--- src/rtl/dcache_controller.sv ---
// Direct-mapped, write-back, write-allocate data cache (8 lines x 4 bytes)
// with its miss-handling controller. Hits are served combinationally with no
// stall. A miss stalls the CPU, writes back a dirty victim, fetches the
// missing block, and then lets the held access complete as a hit.
module dcache_controller (
    input  logic        clk,
    input  logic        reset,
    input  logic        read,
    input  logic        write,
    input  logic [7:0]  address,
    input  logic [7:0]  writedata,
    output logic [7:0]  readdata,
    output logic        busywait,
    output logic        mem_read,
    output logic        mem_write,
    output logic [5:0]  mem_address,
    output logic [31:0] mem_writedata,
    input  logic [31:0] mem_readdata,
    input  logic        mem_busywait
);

    typedef enum logic [1:0] {
        IDLE      = 2'd0,
        WRITEBACK = 2'd1,
        FETCH     = 2'd2
    } state_t;

    state_t state_reg, state_next;

    // High during the first cycle after entering a state. Memory may not
    // have raised its busy flag yet at that edge, so completion is ignored.
    logic first_reg;

    // Cache arrays
    logic [31:0] data_reg  [0:7];
    logic [2:0]  tag_reg   [0:7];
    logic [7:0]  valid_reg;
    logic [7:0]  dirty_reg;

    // Address fields
    logic [2:0]  addr_tag;
    logic [2:0]  addr_index;
    logic [1:0]  addr_offset;
    assign addr_tag    = address[7:5];
    assign addr_index  = address[4:2];
    assign addr_offset = address[1:0];

    logic        access;
    logic        hit;
    logic        mem_done;
    logic [31:0] line_data;
    logic [7:0]  sel_byte;
    logic        fill_en;
    logic        store_en;

    assign access    = read | write;
    assign line_data = data_reg[addr_index];
    assign sel_byte  = line_data[{addr_offset, 3'b000} +: 8];
    assign hit       = valid_reg[addr_index] && (tag_reg[addr_index] == addr_tag);
    assign mem_done  = !first_reg && !mem_busywait;

    // State register and first-cycle flag
    always_ff @(posedge clk or negedge reset) begin
        if (!reset) begin
            state_reg <= IDLE;
            first_reg <= 1'b0;
        end else begin
            state_reg <= state_next;
            first_reg <= (state_next != state_reg);
        end
    end

    // Next-state logic and all outputs; everything here is combinational
    always_comb begin
        state_next    = state_reg;
        busywait      = 1'b0;
        readdata      = 8'd0;
        mem_read      = 1'b0;
        mem_write     = 1'b0;
        mem_address   = 6'd0;
        mem_writedata = 32'd0;
        fill_en       = 1'b0;
        store_en      = 1'b0;
        case (state_reg)
            IDLE: begin
                if (access) begin
                    if (hit) begin
                        // A simultaneous READ and WRITE is handled as a store.
                        if (write) begin
                            store_en = 1'b1;
                        end else begin
                            readdata = sel_byte;
                        end
                    end else begin
                        busywait = 1'b1;
                        if (valid_reg[addr_index] && dirty_reg[addr_index]) begin
                            state_next = WRITEBACK;
                        end else begin
                            state_next = FETCH;
                        end
                    end
                end
            end
            WRITEBACK: begin
                busywait      = 1'b1;
                mem_write     = 1'b1;
                mem_address   = {tag_reg[addr_index], addr_index};
                mem_writedata = line_data;
                if (mem_done) begin
                    state_next = FETCH;
                end
            end
            FETCH: begin
                busywait    = 1'b1;
                mem_read    = 1'b1;
                mem_address = {addr_tag, addr_index};
                if (mem_done) begin
                    fill_en    = 1'b1;
                    state_next = IDLE;
                end
            end
            default: begin
                state_next = IDLE;
            end
        endcase
    end

    // Line fill on fetch completion, byte store on write hit
    always_ff @(posedge clk or negedge reset) begin
        if (!reset) begin
            valid_reg <= 8'd0;
            dirty_reg <= 8'd0;
            for (int i = 0; i < 8; i++) begin
                data_reg[i] <= 32'd0;
                tag_reg[i]  <= 3'd0;
            end
        end else if (fill_en) begin
            data_reg[addr_index]  <= mem_readdata;
            tag_reg[addr_index]   <= addr_tag;
            valid_reg[addr_index] <= 1'b1;
            dirty_reg[addr_index] <= 1'b0;
        end else if (store_en) begin
            data_reg[addr_index][{addr_offset, 3'b000} +: 8] <= writedata;
            dirty_reg[addr_index] <= 1'b1;
        end
    end

endmodule

--- config.mk ---
export PLATFORM = sky130hd
export DESIGN_NAME = dcache_controller
export DESIGN_NICKNAME = d
export VERILOG_FILES = /design/src/rtl/dcache_controller.sv
export SDC_FILE = /design/constraint.sdc
export NUM_CORES = 1
export LEC_CHECK = 0
export ABC_AREA = 1
export CAP_MARGIN = 20
export CORE_MARGIN = 4
export CORE_UTILIZATION = 50
export CTS_BUF_LIST = sky130_fd_sc_hd__clkbuf_8
export CTS_CLUSTER_SIZE = 28
export DETAILED_ROUTE_END_ITERATION = 8
export GPL_TIMING_DRIVEN = 0
export PLACE_DENSITY_LB_ADDON = 0.05
export SYNTH_ARGS = -nofsm -noshare
export SYNTH_HDL_FRONTEND = slang
export SYNTH_SLANG_ARGS = --single-unit
--- constraint.sdc ---
create_clock -name clk -period 2.9 [get_ports clk]
set_clock_uncertainty 0.2 [all_clocks]
set_input_delay 0.58 -clock clk [delete_from_list [all_inputs] [get_ports clk]]
set_output_delay 0.58 -clock clk [all_outputs]
set_load 0.01 [all_outputs]
# Word level (Yosys, flattened, before mapping)
# Index checks and enable logic that the tools add are counted.
# word_totals
out_inout_bits	49
input_bits	53
register_bits	299
word_cells	96
# op_classes
reduce_logical	10
magnitude_cmp	4
n_addsub	1
eq_ne	4
n_shift	3
n_bitwise	6
muxes	48
# op_table
operator	count
$bwmux 256	2
$mux 256	2
$demux 32 s3	2
$mux 32	5
$bmux 32 s3	1
$mux 8	6
$shift 8x7->32 const A	1
$shiftx 32x6->8	1
$shiftx 8x7->32	1
$bwmux 24	1
$or 8x8->8	2
$mux 1	13
$pmux 6 s2	1
$mux 2	5
$bmux 3 s3	1
$demux 3 s3	1
$mux 3	3
$and 8x8->8	1
$not 8->8	1
$neg 5->7	1
$bmux 1 s3	2
$pmux 2 s3	1
$logic_and 1x1->1	5
$ge 4x4->1 const B	1
other kinds (15)	16

# Depth between registers and ports, before layout
# Gate-level depths: netlist (run 1).
# logic_depth
word_depth	11
depth_mapped	20

# Least setup slack after synthesis (run 1)
# No wires, ideal clock.
# synth_path
path_kind	input to output
from	input port address[2]
to	output port readdata[1]
path_slack_ps	-61
required_time_ps	2120
stages	11
t_arrival_ps	2181
cell_sequence	buf_6 -> buf_2 -> nor2_1 -> clkbuf_1 -> clkbuf_1 -> a22oi_1 -> nand4_1 -> inv_1 -> nand2_1 -> o211ai_1 -> a21oi_1
# synth_via
elab_chain_cells	9
word_cells_on_any_way	16
classes_between	eq/ne: 1; shift: 1; mux: 12; bitwise: 1; reduce/logical: 1
# synth_lines
item	line	text
from (decl)	10	input logic [7:0] address,
$not 3->4 (implied by the code)	57, 59	
$bmux 32 s3 / $bmux 3 s3 (equally long branches)	57, 59	
$mux 32 (implied by the code) / $mux 3 (equally long branches) (2 in a row)	57, 59	
$shiftx 32x6->8 / $eq 3x3->1 (equally long branches)	58, 59	
$mux 8 / $logic_and 1x1->1 (equally long branches)	89, 59	
$mux 8 (*)	87	if (hit) begin
$mux 8 (*)	86	if (access) begin
$mux 8 (*)	84	case (state_reg)
to (decl)	12	output logic [7:0] readdata,
# Mark *: on every way between the ends. The rest lies on a longest branch, timed or not. The select of a mux whose other input is x is not followed.

# Worst setup path in the final report (run 1)
# layout_path
from	input port address[3]
to	output port readdata[4]
# Same word-level chain as after synthesis.

==> results of run 1 <==
==> power by group <==
part           switching (W)  total [W]  internal [W]
Sequential          0.000778    0.00623       0.00545
Clock                0.00186    0.00423       0.00237
Combinational        0.00271    0.00470       0.00199
Total                0.00535     0.0152       0.00981
==> cells in the mapped netlist, types with 5 or more instances <==
master     number  share of area (%)
nand2_2        14               0.56
o221ai_1       41                2.3
o2bb2ai_1       5               0.28
nand2_1       725                 17
a22oi_1        26                1.2
buf_2           6               0.19
clkbuf_1       65                1.6
nand4_1        33                1.3
inv_2          13               0.31
a221oi_1       37                2.1
a32oi_1         6               0.33
ha_1            9               0.72
inv_1         129                3.1
o22ai_1        14               0.56
a22o_1         13               0.72
buf_6           5               0.36
nor2_1        104                2.5
dfrtp_1       299                 48
nor3_1         11               0.35
a21oi_1        55                1.7
nand3_1        38                1.2
o21ai_0        45                1.4
buf_1          31               0.74
o211ai_1      213                 10
clkinv_1        9               0.21
o21ai_1         5               0.16
==> worst min path at each step <==
| stage | cells past startpoint | end | from | slack, ns |
|---|---|---|---|---|
| CTS | 3 | data_reg[184] | mem_readdata[24] | 0.19 |
| global route | 3 | data_reg[209] | mem_readdata[17] | 0.22 |
| floorplan | 0 | asynchronous set/reset pin | reset | 0.08 |
| finish | 3 | data_reg[49] | mem_readdata[17] | 0.21 |
| detailed placement | 2 | valid_reg[2] | valid_reg[2] | 0.24 |
| global placement | 2 | valid_reg[2] | valid_reg[2] | 0.23 |
==> cells by family after synthesis <==
group / share of synthesized area, %
adder cells (fa/ha/maj): 0.716
AND/OR/NAND/NOR: 23.8
buffers and inverters: 6.62
AO/OA/AOI/OAI: 21.3
flip-flops: 47.6
==> metal layers <==
metal	share of wire [%]	track usage (%)	wire [um]	vias up
met1	37	56.6	27700	8351
met3	14	14.2	10100	347
met5	0.074	1.14	55	-
met4	7.6	25.7	5660	4
li1	-	-	-	7325
met2	42	61.0	31100	1377
==> worst register-to-register path, delay by kind of cell (launching register included) <==
kind | cells | cell delay (ns)
simple gates | 4 | 0.87
buf+inv | 4 | 0.87
compound gates | 1 | 0.08
flops | 1 | 0.43
fa+ha+maj | 1 | 0.21
==> what timing repair did <==
item	in CTS	in global routing
hold buffers	1	0
cloned	3	1
buffers inserted	111	28
gates resized for setup	572	182
pin swaps	74	59
setup endpoints to repair	334	293
endpoints found under the hold margin	68	0
==> layout make-up <==
type / instances / area (um^2)
Fill cell: 2493 / 9480
Multi-Input combinational cell: 1412 / 8500
Sequential cell: 299 / 7480
Timing Repair Buffer: 214 / 2080
Buffer: 107 / 997
Clock buffer: 72 / 991
Inverter: 152 / 663
Tap cell: 396 / 495
Clock inverter: 21 / 136
==> through the flow <==
stage | setup slack [ns] | area, um^2 | hold WS (ns) | utilization [%]
final | -0.564 | 21400 | 0.205 | 69.3
after global routing | -0.568 | 21400 | 0.223 | 69.3
after CTS | -0.449 | 20600 | 0.194 | 66.8
after detailed placement | -2.93 | 17000 | 0.239 | 55.3
after global placement | -12.48 | 16900 | 0.230 | 54.9
after floorplan | 0.00175 | 15700 | 0.0844 | -
==> out/metrics.yaml, run 1 <==
cp-end-kind: "output pin"
p_leak_nw: 9.23
power_w: 0.0152
reg2reg_depth: 10
r2r_slack_ns: 0.08
cts_tree: "yes"
rr_endpoint: "data_reg[225]"
wl_um: 74600
die_x_um: 185
cts_num_sinks: 299
required_ns: 2.12
portBuffers: 70
avgSynthCellArea_um2: 7.97
cts_inserted_buffers: 53
core_mm2: 0.0308
synthArstFlopShare_pct: 100
outcome: "complete, but fails checks"
slowest_delay_ns: 0.57
ys_seq_area_share_pct: 47.6
cpMaxStageDelayCell: "o211ai_1"
yosysWarningCount: 0
worst_setup_path_start_kind: "input port"
layoutNonFillerInstCount: 2673
ioPinCount: 102
violations: "negative setup slack"
syn_nets: 2035
clk_pin_slew_ns: 0.06
synthesis.area_mm2: 0.0157
area_growth_syn_to_layout_pct: 35.7
synth_edf_count: 0
largest_reg_flops: 256
n_antenna_cell: 0
period_needed_ns: 3.46
peakVddDrop_uv: 419
grt_usage_pct: 42.8
timing.rr.start: "state_reg[0]"
drv_cap: 0
tightest_slew_ns: 0.851
vias_per_cell: 6.51
critPathBufInv: 6
power_density_mw_per_mm2: 710
placed_cells: 2445
path_class: "input port to output pin"
dieArea_mm2: 0.0344
first_global_vias: 17000
crit_fanout: 4
synth-seq-cells: 299
crit_chain: "buf_8, buf_8, nor2_4, nand2_8, clkinv_8, clkbuf_16, buf_4, a221oi_2, nand4_1, o211ai_1, a21oi_4, buf_6"
dp_hpwl_um: 47700
setup_ws_ns: -0.564
synth_cells: 1973
final_common_cell: "nand2_1"
drt_iter0_drc: 2564
cp_data_arrival_time_ns: 2.68
ys.flop_type: "dfrtp_1"
wl_per_cell_um: 27.9
fin_crit_sh_pct: 119
final_cell_mix: "nand2_1, dfrtp_1, o211ai_1"
relSlewSlack_pct: 43.3
synth.distinct_cells: 37
fin_tns_setup_ns: -6.48
hold_violations: 0
dieHeight_um: 185
worstSetupEndpoint: "readdata[4]"
htree_levels: 2
grt_antenna_before_repair: 1
finalSetupViolCount: 34
cp_top_family: "compound AO/OA/AOI/OAI gates"
dr.pass1.iters: 7
vias: 17400
layout.nets: 2301
hp-class: "input port to register"
layout-drive-gt1-share_pct: 27.3
cp_common_cell: "buf_8"
max_freq_ghz: 0.289
grt_pass1_wl_um: 109000
cts-root-buf: "clkbuf_8"
overflow: 0
rsz0062_at_grt: "yes"
start_util_pct: 51.0
insertion_delay_ns: 0.59
num_rows: 64
cp_num_cells: 12
crit_start: "address[3]"
gp_congestion: 1.04
drc: 0
ant_nets: 0
cts_buffer_depth: 3
drv_slew: 0
grt_max_degree: 117
(Power assumes the default switching activity.)
==> inputs of run 2 (changes only) <==
- CORE_UTILIZATION: 50 -> 35
==> out/metrics.yaml, run 2 (synthesized netlist as in run 1, its figures left out) <==
outcome: "complete, but fails checks"
violations: "negative setup slack"
rsz0062_at_grt: "yes"
peakVddDrop_uv: 359  # -14%
n_antenna_cell: 0  # unchanged
hold_violations: 0  # unchanged
max_freq_ghz: 0.280  # -3.0%
dp_hpwl_um: 54500  # +14%
area_growth_syn_to_layout_pct: 43.1
power_density_mw_per_mm2: 687  # -3.2%
cts-root-buf: "clkbuf_8"
cp_common_cell: "buf_12"
grt_pass1_wl_um: 116000  # +6.3%
die_x_um: 220  # +19%
drv_cap: 0  # unchanged
insertion_delay_ns: 0.66  # +0.07 ns
grt_antenna_before_repair: 1  # unchanged
cp-end-kind: "output pin"
first_global_vias: 16400  # -3.7%
crit_fanout: 5  # +1
drt_iter0_drc: 2024  # -21%
layout.nets: 2352  # +2.2%
p_leak_nw: 9.70  # +5.1%
wl_per_cell_um: 28.2  # +1.1%
final_common_cell: "nand2_1"
dieArea_mm2: 0.0484  # +41%
worst_setup_path_start_kind: "input port"
dpl_worst_slack_ns: -2.90  # +0.0343 ns
relSlewSlack_pct: 33.7  # -9.6 points
period_needed_ns: 3.57  # +0.107 ns
grt_max_degree: 97  # -17%
clk_pin_slew_ns: 0.06  # about the same
wl_um: 82300  # +10%
num_rows: 77  # +20%
fin_tns_setup_ns: -9.57  # -3.09 ns
setup_ws_ns: -0.671  # -0.107 ns
required_ns: 2.12  # about the same
cts_inserted_buffers: 56  # +5.7%
layout-drive-gt1-share_pct: 29.4  # +2.0 points
grt_usage_pct: 33.2  # -9.6 points
ant_nets: 0  # unchanged
vias_per_cell: 5.90  # -9.4%
tightest_slew_ns: 0.995  # +0.144 ns
drc: 0  # unchanged
cts_tree: "yes"
slowest_delay_ns: 0.38  # -0.19 ns
dr.pass1.iters: 5  # -2
hp-class: "input port to register"
portBuffers: 70  # unchanged
nFillCells: 4235  # +70%
fin_crit_sh_pct: 123  # +3.7 points
crit_chain: "buf_8, buf_4, nor2_4, buf_12, nand2_8, clkinv_8, clkbuf_16, buf_12, a221oi_4, nand4_1, o211ai_1, o21ai_2, inv_1, nor2_1, buf_2"
ioPinCount: 102  # unchanged
cpMaxStageDelayCell: "o211ai_1"
start_util_pct: 35.5  # -16 points
path_class: "input port to output pin"
largest_reg_flops: 256  # unchanged
dieHeight_um: 220  # +19%
cts_buffer_depth: 3  # unchanged
cp_data_arrival_time_ns: 2.79  # +0.11 ns
finalSetupViolCount: 39  # +15%
final_cell_mix: "nand2_1, dfrtp_1, o211ai_1"
vias: 17200  # -1.0%
cts_num_sinks: 299  # unchanged
core_mm2: 0.0443  # +44%
drv_slew: 0  # unchanged
overflow: 0  # unchanged
htree_levels: 2  # unchanged
gp_congestion: 0.981  # -5.4%
[run 2: cell type report]
type / count / area, um^2 / area share, %
multi-input cells: 1412 / 8840 / 39.3
flip-flops and latches: 299 / 7480 / 33.2
repair buffers: 263 / 2650 / 11.8
plain buffers: 106 / 1050 / 4.65
clock buffers: 71 / 977 / 4.34
well taps: 592 / 741 / 3.29
inverters: 152 / 678 / 3.01
clock inverters: 24 / 93.8 / 0.417
[run 2: layer usage]
layer  wire, um  track usage (%)  up-vias  share of wire, %
met4       3940             14.7        0               4.8
met1      33700             44.7     8542                41
met3       8400             8.80      196                10
li1           -                -     7442                 -
met5          0                0        -                 0
met2      36300             50.3     1048                44
[run 2: path summary, 6_finish.rpt]
| path | startpoint | endpoint | slack (ns) | depth (start not counted) |
|---|---|---|---|---|
| max reg2reg | state_reg[0] | data_reg[149] | 0.12 | 7 |
| max | address[3] | readdata[6] | -0.67 | 15 |
| min in group asynchronous | reset | data_reg[231] | 0.27 | 2 |
| max in group asynchronous | reset | data_reg[143] | 1.04 | 4 |
| min | mem_readdata[12] | data_reg[204] | 0.14 | 3 |
| min reg2reg | valid_reg[4] | valid_reg[4] | 0.25 | 2 |
[run 2: per-stage QoR]
step | area (um^2) | cells | total power (W) | utilization, % | hold slack, ns
4_1_cts | 21300 | 2864 | 0.0149 | 48.1 | 0.123
3_5_place_dp | 17400 | 2650 | 0.00980 | 39.4 | 0.236
5_1_grt | 22500 | 2919 | 0.0162 | 50.8 | 0.169
6_report | 22500 | 2919 | 0.0155 | 50.8 | 0.144
3_3_place_gp | 17200 | 2635 | 0.00970 | 38.8 | 0.232
2_1_floorplan | 15700 | 1973 | 0.00831 | - | 0.0844
[run 2: report_power, final]
group          leakage, nW  switching (W)  internal (W)
Clock                0.634        0.00193       0.00216
Sequential            3.86       0.000809       0.00545
Combinational         5.21        0.00289       0.00223
Total                 9.70        0.00563       0.00984
[run 2: timing repair]
item,CTS,global route
buffers inserted,118,60
hold buffers,1,0
hold endpoints to repair,55,0
endpoints found under the setup margin,339,285
pin swaps,79,77
cloned,3,5
resized for setup,663,182
[run 2: worst max-delay path: cells and delay by family]
kind | cells | cell delay, ns
buf+inv | 8 | 0.95
compound gates | 3 | 0.82
simple gates | 4 | 0.42
